$ cat src/rtl/ws2812b_pkg.sv
// Shared WS2812B timing constants, state encoding and ns-to-cycle conversion
// used by both the strip driver and the receive decoder.
package ws2812b_pkg;

    localparam int T0H_NS        = 400;
    localparam int T1H_NS        = 800;
    localparam int PERIOD_NS     = 1250;
    localparam int RES_NS        = 50_000;
    localparam int BITS_PER_WORD = 24;

    typedef enum logic [1:0] {
        ST_GAP  = 2'd0,
        ST_HIGH = 2'd1,
        ST_LOW  = 2'd2
    } rx_state_e;

    // Rounded conversion; every timing constant fits in 16 bits.
    function automatic logic [15:0] cycles_from_ns(input int clock_mhz, input int ns);
        int c;
        c = (clock_mhz * ns + 500) / 1000;
        return c[15:0];
    endfunction

endpackage

$ cat src/rtl/ws2812b_pulse_meas.sv
// Line front end: synchronises din, detects edges, measures high/low widths
// and strobes once when the line has been low long enough to be a latch gap.
module ws2812b_pulse_meas
    import ws2812b_pkg::*;
#(
    parameter logic [15:0] RES_CYC = 16'd3200
) (
    input  logic        clk,
    input  logic        rst,
    input  logic        din_i,
    output logic        rise_o,
    output logic        fall_o,
    output logic        gap_o,
    output logic [15:0] width_o
);

    logic [1:0]  sync_q;
    logic        din_prev_q;
    logic        din_s;
    logic [15:0] hi_cnt_q, hi_cnt_d;
    logic [15:0] lo_cnt_q, lo_cnt_d;

    always_ff @(posedge clk or posedge rst) begin
        if (rst) begin
            sync_q     <= 2'b00;
            din_prev_q <= 1'b0;
            hi_cnt_q   <= 16'd0;
            lo_cnt_q   <= 16'd0;
        end else begin
            sync_q     <= {sync_q[0], din_i};
            din_prev_q <= sync_q[1];
            hi_cnt_q   <= hi_cnt_d;
            lo_cnt_q   <= lo_cnt_d;
        end
    end

    assign din_s  = sync_q[1];
    assign rise_o = din_s & ~din_prev_q;
    assign fall_o = ~din_s & din_prev_q;

    // The edge cycle itself counts, so at the fall hi_cnt equals the high width.
    always_comb begin
        hi_cnt_d = hi_cnt_q;
        lo_cnt_d = lo_cnt_q;
        if (rise_o)
            hi_cnt_d = 16'd1;
        else if (din_s && hi_cnt_q != 16'hFFFF)
            hi_cnt_d = hi_cnt_q + 16'd1;
        if (fall_o)
            lo_cnt_d = 16'd1;
        else if (!din_s && lo_cnt_q != 16'hFFFF)
            lo_cnt_d = lo_cnt_q + 16'd1;
    end

    assign width_o = hi_cnt_q;
    assign gap_o   = ~din_s & (lo_cnt_q == RES_CYC - 16'd1);

endmodule

$ cat src/rtl/ws2812b_rx.sv
// WS2812B receive decoder: classifies pulses into bits, assembles MSB-first
// 24-bit GRB words onto a valid/ready output and flags frame gaps and errors.
module ws2812b_rx
    import ws2812b_pkg::*;
#(
    parameter int CLOCK_MHZ     = 64,
    parameter int THRESH_NS     = 625,
    parameter int MIN_PULSE_NS  = 150,
    parameter int RES_DETECT_NS = 50_000
) (
    input  logic        clk,
    input  logic        rst,
    input  logic        din,
    output logic [23:0] data_out,
    output logic        valid,
    input  logic        ready,
    output logic        frame_end,
    output logic        err_short,
    output logic        err_partial,
    output logic        overflow
);

    localparam logic [15:0] THRESH_CYC = cycles_from_ns(CLOCK_MHZ, THRESH_NS);
    localparam logic [15:0] MIN_CYC    = cycles_from_ns(CLOCK_MHZ, MIN_PULSE_NS);
    localparam logic [15:0] RES_CYC    = cycles_from_ns(CLOCK_MHZ, RES_DETECT_NS);

    logic        rise, fall, gap;
    logic [15:0] width;

    ws2812b_pulse_meas #(
        .RES_CYC(RES_CYC)
    ) u_meas (
        .clk    (clk),
        .rst    (rst),
        .din_i  (din),
        .rise_o (rise),
        .fall_o (fall),
        .gap_o  (gap),
        .width_o(width)
    );

    rx_state_e   state_q, state_d;
    logic        active_q, active_d;
    logic [4:0]  bit_cnt_q, bit_cnt_d;
    logic [23:0] shift_q, shift_d;
    logic [23:0] data_q, data_d;
    logic        valid_q, valid_d;
    logic        frame_end_q, frame_end_d;
    logic        err_short_q, err_short_d;
    logic        err_partial_q, err_partial_d;
    logic        overflow_q, overflow_d;
    logic        word_done;
    logic [23:0] new_word;

    always_ff @(posedge clk or posedge rst) begin
        if (rst) begin
            state_q       <= ST_GAP;
            active_q      <= 1'b0;
            bit_cnt_q     <= 5'd0;
            shift_q       <= 24'd0;
            data_q        <= 24'd0;
            valid_q       <= 1'b0;
            frame_end_q   <= 1'b0;
            err_short_q   <= 1'b0;
            err_partial_q <= 1'b0;
            overflow_q    <= 1'b0;
        end else begin
            state_q       <= state_d;
            active_q      <= active_d;
            bit_cnt_q     <= bit_cnt_d;
            shift_q       <= shift_d;
            data_q        <= data_d;
            valid_q       <= valid_d;
            frame_end_q   <= frame_end_d;
            err_short_q   <= err_short_d;
            err_partial_q <= err_partial_d;
            overflow_q    <= overflow_d;
        end
    end

    always_comb begin
        state_d       = state_q;
        active_d      = active_q;
        bit_cnt_d     = bit_cnt_q;
        shift_d       = shift_q;
        data_d        = data_q;
        valid_d       = valid_q;
        frame_end_d   = 1'b0;
        err_short_d   = 1'b0;
        err_partial_d = 1'b0;
        overflow_d    = 1'b0;
        word_done     = 1'b0;
        new_word      = {shift_q[22:0], (width >= THRESH_CYC)};

        if (valid_q && ready)
            valid_d = 1'b0;

        case (state_q)
            ST_GAP: begin
                if (rise) begin
                    state_d   = ST_HIGH;
                    active_d  = 1'b1;
                    bit_cnt_d = 5'd0;
                end
            end
            ST_HIGH: begin
                if (fall) begin
                    state_d = ST_LOW;
                    if (width < MIN_CYC) begin
                        err_short_d = 1'b1;
                    end else begin
                        shift_d = new_word;
                        if (bit_cnt_q == 5'(BITS_PER_WORD - 1)) begin
                            bit_cnt_d = 5'd0;
                            word_done = 1'b1;
                        end else begin
                            bit_cnt_d = bit_cnt_q + 5'd1;
                        end
                    end
                end
            end
            ST_LOW: begin
                if (rise) begin
                    state_d = ST_HIGH;
                end else if (gap) begin
                    frame_end_d   = active_q;
                    err_partial_d = (bit_cnt_q != 5'd0);
                    bit_cnt_d     = 5'd0;
                    active_d      = 1'b0;
                    state_d       = ST_GAP;
                end
            end
            default: state_d = ST_GAP;
        endcase

        // An unconsumed word wins; a same-cycle accept lets the new word follow with no bubble.
        if (word_done) begin
            if (valid_q && !ready) begin
                overflow_d = 1'b1;
            end else begin
                data_d  = new_word;
                valid_d = 1'b1;
            end
        end
    end

    assign data_out    = data_q;
    assign valid       = valid_q;
    assign frame_end   = frame_end_q;
    assign err_short   = err_short_q;
    assign err_partial = err_partial_q;
    assign overflow    = overflow_q;

endmodule

$ cat config.mk
export PLATFORM = sky130hd
export DESIGN_NAME = ws2812b_rx
export DESIGN_NICKNAME = d
export VERILOG_FILES = /design/src/rtl/ws2812b_pkg.sv /design/src/rtl/ws2812b_pulse_meas.sv /design/src/rtl/ws2812b_rx.sv
export SDC_FILE = /design/constraint.sdc
export NUM_CORES = 1
export LEC_CHECK = 0
export ABC_CLOCK_PERIOD_IN_PS = 3200
export CORE_MARGIN = 4
export CORE_UTILIZATION = 58
export DETAILED_ROUTE_END_ITERATION = 12
export PLACE_DENSITY = 0.87
export SKIP_CTS_REPAIR_TIMING = 1
export SLEW_MARGIN = 20
export SYNTH_ARGS = -nofsm -noshare
export SYNTH_HDL_FRONTEND = slang
export SYNTH_SLANG_ARGS = --single-unit
$ cat constraint.sdc
create_clock -name clk -period 3.2 [get_ports clk]
set_input_delay 0.32 -clock clk [delete_from_list [all_inputs] [get_ports clk]]
set_output_delay 0.32 -clock clk [all_outputs]
set_load 0.05 [all_outputs]
==> flow_metrics.env, run 1 <==
export IMPL_ys_types=48
export IMPL_hold_slack_ps=354
export IMPL_arrival_ps=2570
export IMPL_clock_latency_ps=360
export IMPL_synth_mux_area_share_pct=15.0
export IMPL_io_buffers=32
export IMPL_synth_xor_area_share_pct=0
export IMPL_synthTopCellsByArea="dfrtp_1 55%, mux2_2 13%, nand2_1 2.6%"
export IMPL_nets=420
export IMPL_ios=33
export IMPL_peakVddDrop_mv=0.357
export IMPL_min_delay_worst_endpoint="u_meas.sync_q[1]$_DFF_PP0_"
export IMPL_design_die_area_sq_um=8940
export IMPL_overflow=0
export IMPL_maxSlewHeadroom_pct=38.5
export IMPL_grt_max_degree=56
export IMPL_cts_root_buf="clkbuf_8"
export IMPL_synth_edff_count=0
export IMPL_dr_pass1_iters=5
export IMPL_grt_pass1_wl_um=14400
export IMPL_synth_seq_cells=95
export IMPL_diodes=0
export IMPL_r2r_setup_slack_ps=880
export IMPL_synthArstFlopShare_pct=100
export IMPL_drc=0
export IMPL_grt_use_total_pct=20.6
export IMPL_synth_top_area_cell="dfrtp_1"
export IMPL_setup_violations=0
export IMPL_antenna_found_initial=0
export IMPL_wl_um=8540
export IMPL_grt_pass1_vias=3121
export IMPL_reg2reg_from="u_meas.width_o[10]$_DFFE_PP0P_"
export IMPL_fin_skew_ps=13.2
export IMPL_die_x_um=94.6
export IMPL_globalplace_congestion=0.843
export IMPL_syn_area_sq_um=4350
export IMPL_maxSlewViolCount=0
export IMPL_ys_seq_area_share_pct=54.7
export IMPL_synth_top_family_by_area="simple AND/OR/NAND/NOR gates"
export IMPL_clockBufferDepth=2
export IMPL_synthSimpleGateAreaFrac_pct=16.6
export IMPL_vias=3170
export IMPL_critPathLaunchType="flip-flop"
export IMPL_cp_end_kind="flip-flop"
export IMPL_viasPerCell=6.16
export IMPL_syn_nets=383
export IMPL_r2r_cells=5
export IMPL_r2r_end="data_out[19]$_DFFE_PP0P_"
export IMPL_fillers=539
export IMPL_dp_hpwl_um=5770
export IMPL_drt_initial_drc_count=208
export IMPL_ant_nets=0
export IMPL_power_density_nw_per_um2=448
export IMPL_yosys_most_used_dff="dfrtp_1"
export IMPL_period_share_pct=72.6
export IMPL_status="finished, final reports clean"
export IMPL_rsz0062_at_grt="no"
export IMPL_floorplan_initialDensity_pct=59.9
export IMPL_path_class="flip-flop to flip-flop"
export IMPL_cts_sinks=95
export IMPL_core_area_sq_um=7250
export IMPL_tns_ps=0
export IMPL_synth_fa_ha_area_share_pct=1.44
export IMPL_syn_area_per_cell_sq_um=11.6
export IMPL_synth_top_area_share_pct=54.7
export IMPL_cp_required_ps=3440
export IMPL_wire_per_inst_um=16.6
export IMPL_hold_path_depth=0
export IMPL_hp_class="flip-flop to flip-flop"
export IMPL_max_freq_ghz=0.431
export IMPL_postSynthCellCount=374
export IMPL_placement_rows=31
export IMPL_crit_path_max_fanout=24
export IMPL_holdCritStartpoint="u_meas.sync_q[0]$_DFF_PP0_"
export IMPL_drive_gt1_share_pct=18.0
export IMPL_place_area_sq_um=4790
export IMPL_htreeDepth=3
export IMPL_cap_viol_max_count=0
export IMPL_synth_compound_area_share_pct=10.2
export IMPL_cts_tree="done"
export IMPL_area_delta_synth_final_pct=14.7
export IMPL_cts_buffers=9
export IMPL_synth_warnings=0
export IMPL_die_h_um=94.6
export IMPL_p_leak_nw=2.24
export IMPL_clk_pin_slew_ps=90
export IMPL_post_route_min_period_ps=2320
export IMPL_hold_viol_final=0
export IMPL_worst_pin_slew_ps=921
export IMPL_final_area_sq_um=4990
where the power goes:
group          leakage (nW)  internal (W)  switching (W)
Clock                 0.101      0.000367       0.000415
Combinational         0.838     0.0000648       0.000108
Sequential             1.30       0.00124      0.0000444
Total                  2.24       0.00167       0.000567
cell families after synthesis:
group | Yosys count
simple gates | 125
flops | 95
compound gates | 69
mux | 59
buf+inv | 21
fa+ha+maj | 5
worst max-delay path: stages, from the launching register on:
cell and delay, ps:
dfrtp_1 450, nor4_1 460, nand4_1 380, nand4b_1 200, buf_4 330, mux2_2 380
worst max-delay path by stage:
stage | slack, ps | end | start
global route | 620 | data_out[10]$_DFFE_PP0P_ | u_meas.width_o[10]$_DFFE_PP0P_
global placement | 930 | data_out[13]$_DFFE_PP0P_ | u_meas.width_o[10]$_DFFE_PP0P_
floorplan | 400 | active_q$_DFFE_PP0P_ | rst
detailed placement | 900 | data_out[10]$_DFFE_PP0P_ | u_meas.width_o[13]$_DFFE_PP0P_
CTS | 880 | data_out[10]$_DFFE_PP0P_ | u_meas.sync_q[1]$_DFF_PP0_
finish | 880 | data_out[19]$_DFFE_PP0P_ | u_meas.width_o[10]$_DFFE_PP0P_
through the flow:
step                power (W)  util, %  instances  setup WS (ps)
global placement      0.00147     66.0        499            931
CTS                   0.00225     68.8        515            883
finish                0.00223     68.8        515            877
floorplan             0.00142        -        374            403
detailed placement    0.00148     66.0        499            898
global route          0.00233     68.8        515            616
synthesized netlist by cell type (all sizes together) (2+ instances only):
cell     count
mux2i        9
nand2       30
buf          6
or3          3
a21oi       10
a211oi       4
and3         4
nor4         7
dfrtp       95
nand2b      12
nor2b        5
nand4        8
o211ai       5
nand3       14
o41ai        3
and2         2
clkbuf       5
nor2         7
a2111oi      2
o22ai        2
nor4b        3
nor3         8
a31oi        5
nor3b        4
and4         3
ha           5
o21ai       22
nand4b       2
o31ai        5
o311ai       3
o21a         4
or4          9
mux2        50
inv         10
cell usage in the layout, fill, tap and decap left out, types with 5 or more instances in the layout:
cell / Yosys / final
a31oi_1: 5 / 5
inv_1: 10 / 9
nor2b_1: 5 / 5
dfrtp_1: 95 / 95
nor3_1: 8 / 8
ha_1: 5 / 5
a21oi_1: 10 / 10
nand2_1: 30 / 30
nand4_1: 7 / 7
nor2_1: 7 / 7
clkdlybuf4s50_1: 0 / 32
o21ai_0: 21 / 21
nor4_1: 6 / 6
o211ai_1: 5 / 5
mux2_2: 50 / 50
clkbuf_8: 0 / 9
or4_1: 9 / 9
nand2b_1: 12 / 12
nand3_1: 14 / 14
mux2i_1: 9 / 9
o31ai_1: 5 / 5
sequential cells by signal (all words and copies together), names as in the netlist, 2 cells and up:
name / flops
bit_cnt_q: 5
data_out: 24
shift_q: 23
state_q: 2
u_meas.lo_cnt_q: 16
u_meas.sync_q: 2
u_meas.width_o: 16
routing by layer:
metal / GRT usage (%) / vias to the layer above / routed length (um)
met1: 26.0 / 1579 / 3560
met4: 6.61 / 0 / 123
met3: 4.94 / 20 / 439
met2: 35.0 / 101 / 4410
met5: 0 / - / 0
li1: - / 1470 / -
final cells by class:
class                           instances  area, sq um  share of cell area [%]
Inverter                               10         38.8                   0.778
Clock buffer                           10          128                    2.56
Clock inverter                          6         70.1                    1.40
Tap cell                               99          124                    2.48
Timing Repair Buffer                   37          370                    7.43
Sequential cell                        95         2380                    47.7
Multi-Input combinational cell        258         1880                    37.7
(Power assumes the default switching activity.)
==> run 2: changes to the inputs <==
- ABC_CLOCK_PERIOD_IN_PS: 3200 -> 2000
- CORE_UTILIZATION: 58 -> 52
- PLACE_DENSITY: 0.87 -> 0.83
- clock period: 3.2 -> 2 ns (I/O delays scaled with it)
==> run 2 against run 1 <==
Effect of this change: power rose by 59%; worst setup slack worse by 830 ps; via count is 4.8% higher; combinational power rose by 100%; final cell count up 7.2%; design area is 5.9% higher; clock power is 50% higher; largest power group unchanged; critical path depth up 2; register-to-register slack lost 830 ps.
==> flow_metrics.env, run 2 (synthesized netlist as in run 1, its figures left out) <==
export IMPL_floorplan_initialDensity_pct=53.2
export IMPL_layout_common_cells="94 x dfrtp_1, 50 x mux2_2, 32 x clkdlybuf4s50_1, 32 x buf_4, 29 x nand2_1"
export IMPL_largest_reg_flops=24
export IMPL_maxSlewViolCount=0
export IMPL_cp_end_kind="flip-flop"
export IMPL_nets=451
export IMPL_drive_gt1_share_pct=25.5
export IMPL_power_total_w=0.00356
export IMPL_arrival_ps=2200
export IMPL_clk_pin_slew_ps=90
export IMPL_area_delta_synth_final_pct=21.5
export IMPL_power_density_nw_per_um2=674
export IMPL_crit_path_max_fanout=12
export IMPL_setup_violations=0
export IMPL_grt_use_total_pct=18.9
export IMPL_final_util_pct=64.6
export IMPL_ios=33
export IMPL_hp_class="input pin to flip-flop"
export IMPL_grt_max_degree=96
export IMPL_clock_latency_ps=360
export IMPL_critPathLaunchType="flip-flop"
export IMPL_drt_initial_drc_count=158
export IMPL_cts_root_buf="clkbuf_8"
export IMPL_fin_skew_ps=12.3
export IMPL_grt_pass1_vias=3337
export IMPL_hold_slack_ps=270
export IMPL_diodes=0
export IMPL_path_class="flip-flop to flip-flop"
export IMPL_hold_viol_final=0
export IMPL_grt_pass1_wl_um=15200
export IMPL_die_x_um=99.4
export IMPL_cts_buffers=9
export IMPL_cp_required_ps=2240
export IMPL_viasPerCell=6.02
export IMPL_design_die_area_sq_um=9890
export IMPL_htreeDepth=3
export IMPL_p_leak_nw=2.39
export IMPL_overflow=0
export IMPL_maxSlewHeadroom_pct=60.2
export IMPL_cts_sinks=95
export IMPL_max_freq_ghz=0.512
export IMPL_drc=0
export IMPL_core_area_sq_um=8180
export IMPL_period_share_pct=97.7
export IMPL_cap_viol_max_count=0
export IMPL_vias=3322
export IMPL_wl_um=9000
export IMPL_antenna_found_initial=0
export IMPL_globalplace_congestion=0.901
export IMPL_placement_rows=33
export IMPL_final_common_cell="dfrtp_1"
export IMPL_ant_nets=0
export IMPL_worst_pin_slew_ps=582
export IMPL_dr_pass1_iters=4
export IMPL_dp_hpwl_um=6170
export IMPL_status="finished, final reports clean"
export IMPL_cts_tree="done"
export IMPL_wire_per_inst_um=16.3
export IMPL_post_route_min_period_ps=1950
export IMPL_die_h_um=99.4
export IMPL_peakVddDrop_mv=0.302
export IMPL_clockBufferDepth=2
export IMPL_io_buffers=32
[run 2: cell types whose count changed in the layout (fill, tap and decap cells not counted), moves of 2 or more]
| cell | before | now |
|---|---|---|
| buf_4 | 4 | 32 |
| clkinvlp_4 | 0 | 4 |
| buf_12 | 1 | 4 |
| clkinv_4 | 3 | 0 |
| nor4_1 | 6 | 3 |
| nor4_2 | 1 | 4 |
| clkinv_2 | 2 | 0 |
[run 2: where the power goes]
group          switching (W)  internal [W]
clock network       0.000705      0.000470
logic               0.000196      0.000148
registers          0.0000634       0.00198
[run 2: layout make-up]
cell class / count / area [sq um]
inverters: 10 / 41.3
repair buffers: 68 / 641
fillers: 597 / 2890
clock buffers: 10 / 128
clock inverters: 6 / 51.3
well taps: 105 / 131
multi-input cells: 258 / 1910
flip-flops and latches: 95 / 2380
[run 2: critical path, stage by stage, from the launching register on]
cell	delay [ps]
dfrtp_1	450
nor4_2	290
buf_4	180
nand4_1	110
buf_4	200
nand2_2	110
buf_12	150
mux2_2	340
[run 2: path summary, 6_finish.rpt]
check,startpoint,endpoint,slack [ps],cells past startpoint
max,u_meas.width_o[15]$_DFFE_PP0P_,shift_q[18]$_DFFE_PP0P_,50,7
max in group asynchronous,rst,u_meas.width_o[7]$_DFFE_PP0P_,1280,3
min,din,u_meas.sync_q[0]$_DFF_PP0_,270,1
max reg2reg,u_meas.width_o[15]$_DFFE_PP0P_,shift_q[18]$_DFFE_PP0P_,50,7
min reg2reg,u_meas.sync_q[0]$_DFF_PP0_,u_meas.sync_q[1]$_DFF_PP0_,370,0
min in group asynchronous,rst,frame_end$_DFF_PP0_,320,3
[run 2: stage by stage]
stage                     TNS [ps]  cell area (sq um)  cells  setup slack [ps]
after floorplan               -287               4350    374             -14.4
after global placement           0               5070    536              30.1
after detailed placement     -20.0               5070    536             -9.63
after CTS                     -590               5250    552             -46.8
after global routing         -58.3               5280    552             -14.2
final                            0               5280    552              45.4
[run 2: routing by layer]
layer	vias to the layer above	track usage [%]	wire length [um]
li1	1541	-	-
met1	1684	23.9	3850
met2	76	32.2	4640
met3	21	2.73	303
met4	0	8.51	205
met5	-	0	0
==> run 3: changes to the inputs <==
- GPL_TIMING_DRIVEN: unset -> 0
==> run 3 against run 2 <==
Effect of this change: the flow now finishes with violations (setup timing); flip-flop and latch count unchanged; wire length increased by 5.7%; critical path depth unchanged; hold slack got worse by 4.4 ps; clock skew decreased by 0.58 ps; count of clock-buffer cells in the layout decreased by 1; final cell count decreased by 2.2%; non-clock buffer count decreased by 12; critical path type unchanged; critical endpoint is now data_out[0]$_DFFE_PP0P_; highest routed layer unchanged.
==> flow_metrics.env, run 3 (synthesized netlist as in run 1, its figures left out) <==
export IMPL_status="complete, but fails checks"
export IMPL_violations="setup timing"
export IMPL_clock_power_share_pct=33.6
export IMPL_nets=439
export IMPL_htreeDepth=3
export IMPL_p_leak_nw=2.33
export IMPL_cts_root_buf="clkbuf_8"
export IMPL_cp_cell_sequence="nor4_2 -> nand4_1 -> buf_4 -> nand4b_1 -> buf_4 -> buf_4 -> mux2_2"
export IMPL_viasPerCell=6.08
export IMPL_clockBufferDepth=2
export IMPL_final_common_cell="dfrtp_1"
export IMPL_cts_sinks=95
export IMPL_hold_viol_final=0
export IMPL_clock_latency_ps=370
export IMPL_cap_viol_max_count=0
export IMPL_antenna_found_initial=0
export IMPL_combPwrFrac_pct=9.0
export IMPL_grt_busiest_layer="met2"
export IMPL_core_area_sq_um=8180
export IMPL_drive_gt1_share_pct=28.3
export IMPL_grt_max_degree=37
export IMPL_max_freq_ghz=0.486
export IMPL_hold_slack_ps=266
export IMPL_power_switching_w=0.000998
export IMPL_period_share_pct=103
export IMPL_cts_tree="done"
export IMPL_maxSlewHeadroom_pct=45.8
export IMPL_cp_end_kind="flip-flop"
export IMPL_clk_pin_slew_ps=90
export IMPL_io_buffers=32
export IMPL_setup_violations=22
export IMPL_arrival_ps=2310
export IMPL_design_die_area_sq_um=9890
export IMPL_fin_skew_ps=11.7
export IMPL_die_x_um=99.4
export IMPL_dp_hpwl_um=6320
export IMPL_overflow=0
export IMPL_power_density_nw_per_um2=675
export IMPL_final_area_sq_um=5300
export IMPL_fillers=623
export IMPL_cp_slowest_cell="dfrtp_2"
export IMPL_ios=33
export IMPL_ant_nets=0
export IMPL_internal_power_w=0.00258
export IMPL_critPathTopFamily="simple AND/OR/NAND/NOR gates"
export IMPL_cts_buffers=9
export IMPL_drc=0
export IMPL_path_buf_inv=3
export IMPL_hp_class="input pin to flip-flop"
export IMPL_grt_met3_usage_pct=4.35
export IMPL_maxSlewViolCount=0
export IMPL_met2_usage_pct=31.6
export IMPL_path_class="flip-flop to flip-flop"
export IMPL_floorplan_initialDensity_pct=53.2
export IMPL_critPathLaunchType="flip-flop"
export IMPL_p_seq_share_pct=57.4
export IMPL_grt_pass1_vias=3151
export IMPL_area_delta_synth_final_pct=21.9
export IMPL_timing_final_ws_setup_ps=-58.6
export IMPL_grt_pass1_wl_um=15200
export IMPL_grt_use_total_pct=19.0
export IMPL_post_route_min_period_ps=2060
export IMPL_cp_required_ps=2250
export IMPL_globalplace_congestion=0.938
export IMPL_die_h_um=99.4
export IMPL_largest_reg_flops=24
export IMPL_cpPeakStageDelay_ps=460
export IMPL_p_sw_share_pct=27.9
export IMPL_place_area_sq_um=4840
export IMPL_critPathMostFrequentCell="buf_4"
export IMPL_final_cells=540
export IMPL_layout_common_cells="85 x dfrtp_1, 50 x mux2_2, 32 x clkdlybuf4s50_1"
export IMPL_drt_initial_drc_count=191
export IMPL_crit_path_max_fanout=10
export IMPL_worst_pin_slew_ps=806
export IMPL_use_met1_pct=25.1
export IMPL_dp_cells=513
export IMPL_wl_um=9510
export IMPL_dr_pass1_iters=4
export IMPL_vias=3281
export IMPL_diodes=0
export IMPL_peakVddDrop_mv=0.561
export IMPL_wire_per_inst_um=17.6
export IMPL_rsz0062_at_grt="yes"
export IMPL_placement_rows=33
[run 3: final cells by class]
class | count | area [sq um] | share of cell area, %
flip-flops and latches | 95 | 2390 | 45.1
multi-input cells | 258 | 2040 | 38.4
repair buffers | 45 | 443 | 8.36
well taps | 105 | 131 | 2.48
clock buffers | 9 | 124 | 2.34
plain buffers | 11 | 68.8 | 1.30
clock inverters | 7 | 65.1 | 1.23
inverters | 10 | 41.3 | 0.779
[run 3: path summary, 6_finish.rpt]
kind / start / cells after the start / end / slack, ps
max: u_meas.width_o[4]$_DFFE_PP0P_ / 7 / data_out[0]$_DFFE_PP0P_ / -60
min: din / 1 / u_meas.sync_q[0]$_DFF_PP0_ / 270
max reg2reg: u_meas.width_o[4]$_DFFE_PP0P_ / 7 / data_out[0]$_DFFE_PP0P_ / -60
min reg2reg: u_meas.sync_q[0]$_DFF_PP0_ / 0 / u_meas.sync_q[1]$_DFF_PP0_ / 360
max in group asynchronous: rst / 4 / data_out[3]$_DFFE_PP0P_ / 890
min in group asynchronous: rst / 2 / frame_end$_DFF_PP0_ / 280
[run 3: metal layers]
| metal | up-vias | wire, um |
|---|---|---|
| met5 | - | 0 |
| met4 | 0 | 142 |
| met3 | 19 | 460 |
| met2 | 87 | 4990 |
| met1 | 1665 | 3920 |
| li1 | 1510 | - |
[run 3: through the flow]
stage	TNS, ps	total power, W	setup slack (ps)	util, %
3_3_place_gp	-44750	0.00234	-479	58.8
3_5_place_dp	-28860	0.00238	-640	59.3
4_1_cts	-29710	0.00357	-641	61.6
5_1_grt	-2410	0.00373	-113	64.8
2_1_floorplan	-287	0.00228	-14.4	-
6_report	-1000	0.00358	-58.6	64.8
[run 3: power by group through the flow]
stage / combinational, W / sequential [W] / clock [W]
detailed placement: 0.000292 / 0.00208 / 0
global placement: 0.000266 / 0.00208 / 0
floorplan: 0.000204 / 0.00207 / 0
finish: 0.000321 / 0.00205 / 0.00120
CTS: 0.000294 / 0.00205 / 0.00123
global route: 0.000360 / 0.00206 / 0.00131
